### src/rtl/dual_path_fetch_ctrl_pkg.sv
// rtl/dual_path_fetch_ctrl_pkg.sv - shared fetch PC width, increment, reset PC, fork state and helpers
package dual_path_fetch_ctrl_pkg;

  localparam int PC_W      = 10;
  localparam int FETCH_INC = 2;
  localparam int RESET_PC  = 0;

  typedef logic [PC_W-1:0] pc_t;

  typedef enum logic {
    ST_UNIFIED = 1'b0,
    ST_FORKED  = 1'b1
  } dpf_state_e;

  function automatic logic [15:0] sat_inc16(input logic [15:0] v);
    return (v == 16'hFFFF) ? v : v + 16'd1;
  endfunction

endpackage

### src/rtl/dpf_pc_reg.sv
// rtl/dpf_pc_reg.sv - one pipe's fetch PC register: load beats hold, hold beats increment
module dpf_pc_reg #(
  parameter int W       = 10,
  parameter int INC     = 2,
  parameter int RST_VAL = 0
) (
  input  logic         clk,
  input  logic         rst,
  input  logic         load,
  input  logic [W-1:0] load_pc,
  input  logic         hold,
  output logic [W-1:0] pc
);

  always_ff @(posedge clk or posedge rst) begin
    if (rst)
      pc <= W'(RST_VAL);
    else if (load)
      pc <= load_pc;
    else if (!hold)
      pc <= pc + W'(INC);
  end

endmodule

### src/rtl/dual_path_fetch_ctrl.sv
// rtl/dual_path_fetch_ctrl.sv - taken/not-taken fetch PC generator with fork and EX redirect handling
// Optional perf counters (fork_cnt, t_win_cnt, n_win_cnt) are built when DPF_PERF_CNT_EN is defined.
module dual_path_fetch_ctrl
  import dual_path_fetch_ctrl_pkg::*;
(
  input  logic            clk,
  input  logic            rst,
  input  logic            stall,
  input  logic            br_id,
  input  logic [PC_W-1:0] bta_id,
  input  logic [PC_W-1:0] fall_id,
  input  logic            correct_en_t,
  input  logic [PC_W-1:0] correction_t,
  input  logic            correct_en_n,
  input  logic [PC_W-1:0] correction_n,
  output logic [PC_W-1:0] pc_t,
  output logic [PC_W-1:0] pc_n,
  output logic            forked,
  output logic            live_n,
  output logic            corr_err
`ifdef DPF_PERF_CNT_EN
  ,
  output logic [15:0]     fork_cnt,
  output logic [15:0]     t_win_cnt,
  output logic [15:0]     n_win_cnt
`endif
);

  dpf_state_e      state;
  logic            any_corr;
  logic            take_t_corr;
  logic            do_fork;
  logic            load_t;
  logic            load_n;
  logic [PC_W-1:0] load_pc_t;
  logic [PC_W-1:0] load_pc_n;

  // n redirect wins when both arrive, so the t redirect only counts when alone
  assign any_corr    = correct_en_t | correct_en_n;
  assign take_t_corr = correct_en_t & ~correct_en_n;
  assign do_fork     = (state == ST_UNIFIED) & br_id & ~stall & ~any_corr;

  assign load_t    = take_t_corr | do_fork;
  assign load_pc_t = do_fork ? bta_id : correction_t;
  assign load_n    = correct_en_n | do_fork;
  assign load_pc_n = correct_en_n ? correction_n : fall_id;

  dpf_pc_reg #(.W(PC_W), .INC(FETCH_INC), .RST_VAL(RESET_PC)) u_pc_t (
    .clk     (clk),
    .rst     (rst),
    .load    (load_t),
    .load_pc (load_pc_t),
    .hold    (stall),
    .pc      (pc_t)
  );

  dpf_pc_reg #(.W(PC_W), .INC(FETCH_INC), .RST_VAL(RESET_PC)) u_pc_n (
    .clk     (clk),
    .rst     (rst),
    .load    (load_n),
    .load_pc (load_pc_n),
    .hold    (stall),
    .pc      (pc_n)
  );

  always_ff @(posedge clk or posedge rst) begin
    if (rst) begin
      state    <= ST_UNIFIED;
      forked   <= 1'b0;
      live_n   <= 1'b0;
      corr_err <= 1'b0;
    end else begin
      corr_err <= correct_en_t & correct_en_n;
      if (correct_en_n) begin
        state  <= ST_UNIFIED;
        forked <= 1'b0;
        live_n <= 1'b0;
      end else if (correct_en_t) begin
        state  <= ST_UNIFIED;
        forked <= 1'b0;
        live_n <= 1'b1;
      end else if (do_fork) begin
        state  <= ST_FORKED;
        forked <= 1'b1;
      end
    end
  end

`ifdef DPF_PERF_CNT_EN
  always_ff @(posedge clk or posedge rst) begin
    if (rst) begin
      fork_cnt  <= 16'd0;
      t_win_cnt <= 16'd0;
      n_win_cnt <= 16'd0;
    end else begin
      if (do_fork)      fork_cnt  <= sat_inc16(fork_cnt);
      if (correct_en_n) t_win_cnt <= sat_inc16(t_win_cnt);
      if (take_t_corr)  n_win_cnt <= sat_inc16(n_win_cnt);
    end
  end
`endif

endmodule

### config.mk
export PLATFORM = sky130hd
export DESIGN_NAME = dual_path_fetch_ctrl
export DESIGN_NICKNAME = d
export VERILOG_FILES = /design/src/rtl/dual_path_fetch_ctrl_pkg.sv /design/src/rtl/dpf_pc_reg.sv /design/src/rtl/dual_path_fetch_ctrl.sv
export SDC_FILE = /design/constraint.sdc
export NUM_CORES = 1
export LEC_CHECK = 0
export CAP_MARGIN = 20
export CORE_ASPECT_RATIO = 0.75
export CORE_MARGIN = 5
export CORE_UTILIZATION = 38
export CTS_CLUSTER_DIAMETER = 60
export DETAILED_ROUTE_END_ITERATION = 6
export PLACE_DENSITY = 0.77
export SLEW_MARGIN = 20
export SYNTH_ARGS = -nofsm -noshare
export SYNTH_HDL_FRONTEND = slang
export SYNTH_SLANG_ARGS = --single-unit
### constraint.sdc
create_clock -name clk -period 1.5 [get_ports clk]
set_clock_uncertainty 0.15 [all_clocks]
set_input_delay 0.15 -clock clk [delete_from_list [all_inputs] [get_ports clk]]
set_output_delay 0.15 -clock clk [all_outputs]
set_load 0.02 [all_outputs]
## Yosys cells after proc, flatten, opt, wreduce, memory -nomap -nowiden

Index checks and enable logic that the tools add are counted.

- Bits in registers: 23
- Latch bits: 0
- Bits in writable memories: 0
- Memory bits (read-only): 0
- Input bits: 46
- Output and inout bits: 23
- Word-level logic and storage cells: 34
- Memories kept: 0

- Add/subtract/negate cells: 2
- Multiply operators: 0
- Divide/modulo/power cells: 0
- $lt $le $gt $ge: 0
- Equality and inequality tests: 2
- Shifts and indexed selects: 0
- Multiplexer cells: 11
- Bitwise operators: 12
- Reduce and logical (&&, ||, !) cells: 2

Operators with widths:

| cell | count |
|---|---|
| 10-bit 2-to-1 mux | 6 |
| 10-bit by 2-bit adder with 10-bit output, second input constant | 2 |
| 1-bit bitwise AND | 5 |
| 1-bit 2-to-1 mux | 5 |
| 2-bit by 1-bit inequality test with 1-bit output, second input constant | 2 |
| 1-bit inverter | 4 |
| 1-bit OR | 3 |
| 3-bit nonzero test | 1 |
| 2-bit nonzero test | 1 |

## Longest topological paths before layout

- Depth after elaboration: 7
- Depth in mapped cells: 5
- Depth with buffers taken out: 5

## Cells and area by module

Synthesis repeated with hierarchy kept, for this count alone.

- Cell total of the unflattened synthesis: 146
- Area, all modules: 1,492.7 um2

By module, submodules not included:

| module | instances | cells each | area each (um2) | sequential area each (um2) |
|---|---|---|---|---|
| dpf_pc_reg | 2 | 54 | 528.0 | 250.2 |
| dual_path_fetch_ctrl | 1 | 38 | 436.7 | 75.1 |

## Worst setup path after synthesis

Ideal clock, no wire load.

- Kind: reg-to-reg
- Start point: register state
- End point: register u_pc_t.pc[1]
- Library setup time: 0.127 ns
- Arrival time: 1.475 ns
- Data required time: 1.223 ns
- Path slack: -0.252 ns
- Cell stages (with the launch flop): 5
- Buffers on the path: 0
- Period minus slack after synthesis: 1.752 ns
- Cells stage by stage: dfrtp_1 -> or3b_4 -> a21o_2 -> a222oi_1 -> inv_1

- Cells in the longest elaborated chain, start to end: 6
- Elaborated cells between the ends (all ways): 8
- Those cells by class: 1 x eq/ne; 2 x mux; 5 x bitwise

Ends and longest elaborated chain:

| element | line | source |
|---|---|---|
| start: declaration | dual_path_fetch_ctrl.sv:29 | `dpf_state_e state;` |
| start signal: assignment | dual_path_fetch_ctrl.sv:68 | `state <= ST_UNIFIED;` |
| start signal: assignment | dual_path_fetch_ctrl.sv:75 | `state <= ST_UNIFIED;` |
| start signal: assignment | dual_path_fetch_ctrl.sv:79 | `state <= ST_UNIFIED;` |
| 1-bit inverter (*) | dual_path_fetch_ctrl.sv:41 | `assign do_fork = (state == ST_UNIFIED) & br_id & ~stall & ~any_corr;` |
| 1-bit bitwise AND (*) (3 in series) | dual_path_fetch_ctrl.sv:41 |  |
| 1-bit OR or 10-bit 2-to-1 mux (tied branches) | dual_path_fetch_ctrl.sv:43, dual_path_fetch_ctrl.sv:44 |  |
| 2-bit by 1-bit inequality test with 1-bit output (no line) or 10-bit 2-to-1 mux (tied branches) | - |  |
| end signal: assignment | dpf_pc_reg.sv:17 | `pc <= W'(RST_VAL);` |
| end signal: assignment | dpf_pc_reg.sv:19 | `pc <= load_pc;` |
| end signal: assignment | dpf_pc_reg.sv:21 | `pc <= pc + W'(INC);` |
| end: declaration | dpf_pc_reg.sv:12 | `output logic [W-1:0] pc` |

Mark *: on every way between the ends. The rest lies on a longest branch, timed or not.
A chain may end at the register's enable or synchronous reset.

## Final worst setup path

Ends and elaborated chain as after synthesis.

==> reports/metrics.csv <==
stage,metric,value,unit
cells_and_area,antennaDiodeCount,0,
worst_setup_path,critPathLaunchType,register,
sta,setup_viol,20,
floorplanning,row_count,20,
sta,finalCritPeriodShare,1.142,
grt,grt_pass1_vias,1712,
grt,grt_max_degree,24,
worst_setup_path,worstPathRequired,1.50,ns
synthesis,syn_nets,219,
cells_and_area,drive_above_1_share,0.2918,
sta,max_freq,583.7,MHz
cells_and_area,fin_util,0.6965,
clock_tree,clock-sinks,23,
power_and_ir_drop,power_frac_clock,0.175,
sta,hold_viol_final,0,
grt,antenna_found_initial,0,
power_and_ir_drop,power.switching,0.0008357,W
floorplanning,fp.dieW,83.58,um
clock_tree,cts_tree,yes,
detailed_routing,first_pass_iters,4,
detailed_routing,num_vias,1813,
clock_tree,cts_buffers,3,
worst_setup_path,critPathSlowestCell,dfrtp_2,
synthesis,synth_area_leader_cell,dfrtp_1,
synthesis,synth_edf_count,0,
worst_setup_path,critical_path_class,register to register,
floorplanning,core-area,3979,sq um
detailed_routing,drtAntennaViolNets,0,
synthesis,synth_ff_type,dfrtp_1,
power_and_ir_drop,switching_share,0.3648,
placed_design,preCtsSetupSlack,-0.4923,ns
floorplanning,dieArea,5447,sq um
cells_and_area,fin_nets,330,
synthesis,synth.top_cell.area_share,0.3731,
clock_tree,cts.reportedPaths.clkPinSlew,0.09,ns
sta,fin_tns_setup,-3.206,ns
clock_tree,clock_latency,0.27,ns
detailed_routing,vias_per_cell,5.396,
worst_setup_path,crit_chain,or3b_4 > a21o_4 > a222oi_1 > inv_1,
worst_setup_path,cp-startpoint,state$_DFFE_PP0P_,
clock_tree,clock_path_buffers,2,
power_and_ir_drop,max-vdd-ir-drop,600.9,uV
synthesis,synthCells,171,
sta,setup_slack,-0.2133,ns
flow_run,maxCapViolations,0,
placed_design,numPortBuffers,68,
sta,slew_headroom,0.6332,
worst_hold_path,hp-class,input pin to asynchronous set/reset pin,
grt,grt_use_total,0.1848,
grt,grt_pass1_wl,8280,um
worst_setup_path,r2r_cells,4,
worst_setup_path,r2r_start,state$_DFFE_PP0P_,
worst_setup_path,path_max_fanout,9,
worst_setup_path,r2r_slack,-0.21,ns
synthesis,synth_area_leaders,"dfrtp_1 37%, a21oi_1 5.8%, a222oi_1 3.9%",
floorplanning,io_pins,69,
synthesis,synthArstFlopShare,1.000,
synthesis,synth-seq-cells,23,
cells_and_area,layout_commonest_cell,clkdlybuf4s50_1,
synthesis,mappedNetlistArea,1543,sq um
sta,maxSlewViolCount,0,
synthesis,syn_area_per_cell,9.022,sq um
power_and_ir_drop,p_leak,1.178,nW
worst_setup_path,timing.rr.end,u_pc_t.pc[1]$_DFFE_PP0P_,
worst_setup_path,endpoint_kind,register,
placed_design,gp_congestion,0.9220,
worst_setup_path,crit_arrival,1.71,ns
placed_design,dp_hpwl,3878,um
synthesis,yosysWarnings,0,
synthesis,ys_seq_area_frac,0.3731,
detailed_routing,drc,0,
grt,grt.overflow.total,0,
sta,tightest_slew,0.5497,ns
worst_setup_path,cp_slowest_stage_delay,0.43,ns
detailed_routing,wl,5303,um
floorplanning,dieHeight,65.18,um
cells_and_area,final_cell_mix,"41 x clkdlybuf4s50_1, 33 x buf_4, 26 x dlygate4sd2_1",
power_and_ir_drop,pwr-share-comb,0.453,
run_status,status,finished with violations,
synthesis,yosys.cell_types.count,48,
floorplanning,initial_utilization,0.3877,
power_and_ir_drop,power_density,826.6,nW/um^2
power_and_ir_drop,power_frac_seq,0.372,
sta,final.min_clock_period,1.713,ns
cells_and_area,syn_to_final_growth,79.64,%
detailed_routing,routedWlPerCell,15.78,um
detailed_routing,drt_iter0_markers,126,
clock_tree,clockRootBuffer,clkbuf_8,
power_and_ir_drop,p_int,0.001455,W
run_status,violations,setup timing,
clock_tree,h-tree-depth,1,
cells_and_area,fin_cells,336,
sta,rsz0062_at_grt,true,
placed_design,dp_cells,325,
[how the worst max path moves through the flow]
stage	depth (start not counted)	end	slack, ns
after floorplan	5	u_pc_n.pc[1]$_DFFE_PP0P_	-0.21
after global placement	6	u_pc_t.pc[7]$_DFFE_PP0P_	-0.44
after detailed placement	6	u_pc_t.pc[7]$_DFFE_PP0P_	-0.49
after CTS	6	u_pc_n.pc[1]$_DFFE_PP0P_	-0.25
after global routing	6	u_pc_n.pc[4]$_DFFE_PP0P_	-0.28
final	4	u_pc_t.pc[1]$_DFFE_PP0P_	-0.21
[per-layer routing]
layer,global-route usage,part of all wire,wire length (um)
met4,0.02209,0.0021,11
met1,0.2595,0.45,2365
met3,0.05263,0.084,444
met5,0,0,0
met2,0.2927,0.47,2481
[cell type report]
cell class | instances | area [sq um]
Clock buffer | 3 | 41.29
Tap cell | 55 | 68.82
Timing Repair Buffer | 112 | 1040
Multi-Input combinational cell | 132 | 999.7
Inverter | 10 | 37.54
Sequential cell | 23 | 579.3
Fill cell | 324 | 1207
Clock inverter | 1 | 5.005
[what timing repair did]
action                     in CTS  in global routing
hold buffers                    0                  0
gates cloned                    0                  0
gates resized for setup        42                 19
setup buffers                   4                  3
pin swaps                      12                 10
setup endpoints to repair      43                 20
[cell families after synthesis]
kind of cell | share of synthesized area
AO/OA/AOI/OAI | 0.2928
XOR/XNOR | 0.02271
adder cells (fa/ha/maj) | 0.01622
buffers and inverters | 0.06488
flip-flops | 0.3731
multiplexers | 0.02190
AND/OR/NAND/NOR | 0.2084
[power by group through the flow]
| stage | logic, W | registers, W | clock network, W |
|---|---|---|---|
| final | 0.00104 | 0.000853 | 0.000401 |
| after global routing | 0.00112 | 0.000869 | 0.000436 |
| after CTS | 0.000987 | 0.000849 | 0.000415 |
| after detailed placement | 0.00104 | 0.000862 | 0 |
| after global placement | 0.00102 | 0.000857 | 0 |
| after floorplan | 0.000331 | 0.000992 | 0 |
[worst max-delay path: cells and delay by family (launching register included)]
family | cells | cell delay, ns
buffers and inverters | 1 | 0.07
DFF | 1 | 0.43
and+or+nand+nor | 1 | 0.40
AOI/OAI and AO/OA | 2 | 0.53
[synth_stat cells (2+ instances only)]
library cell / n
or2_2: 3
nand2_1: 7
xnor2_1: 3
nand4_1: 3
and2_0: 3
buf_6: 2
o21a_1: 3
o211ai_1: 3
a222oi_1: 6
inv_1: 10
a22oi_1: 2
a2bb2oi_1: 2
a311oi_1: 4
a21oi_1: 18
nand3_1: 10
nor2_1: 15
and2_1: 2
a211oi_1: 2
a221oi_1: 4
o21ai_0: 9
mux2_2: 3
a31oi_1: 3
nor2b_1: 2
dfrtp_1: 23
clkbuf_8: 2
ha_1: 2
nor3_1: 4
[flip-flops by register name, summed over array words and instances, names as in the netlist]
register	count
state	1
live_n	1
u_pc_t.pc	10
corr_err	1
u_pc_n.pc	10
[through the flow]
step	hold slack [ns]	area [sq um]	total power, W
after floorplan	0.001714	1553	0.001323
after global placement	0.3333	2530	0.001879
after detailed placement	0.3348	2530	0.001898
after CTS	0.07746	2640	0.002251
after global routing	0.1159	2771	0.002424
final	0.06356	2771	0.002291
(Power assumes the default switching activity.)
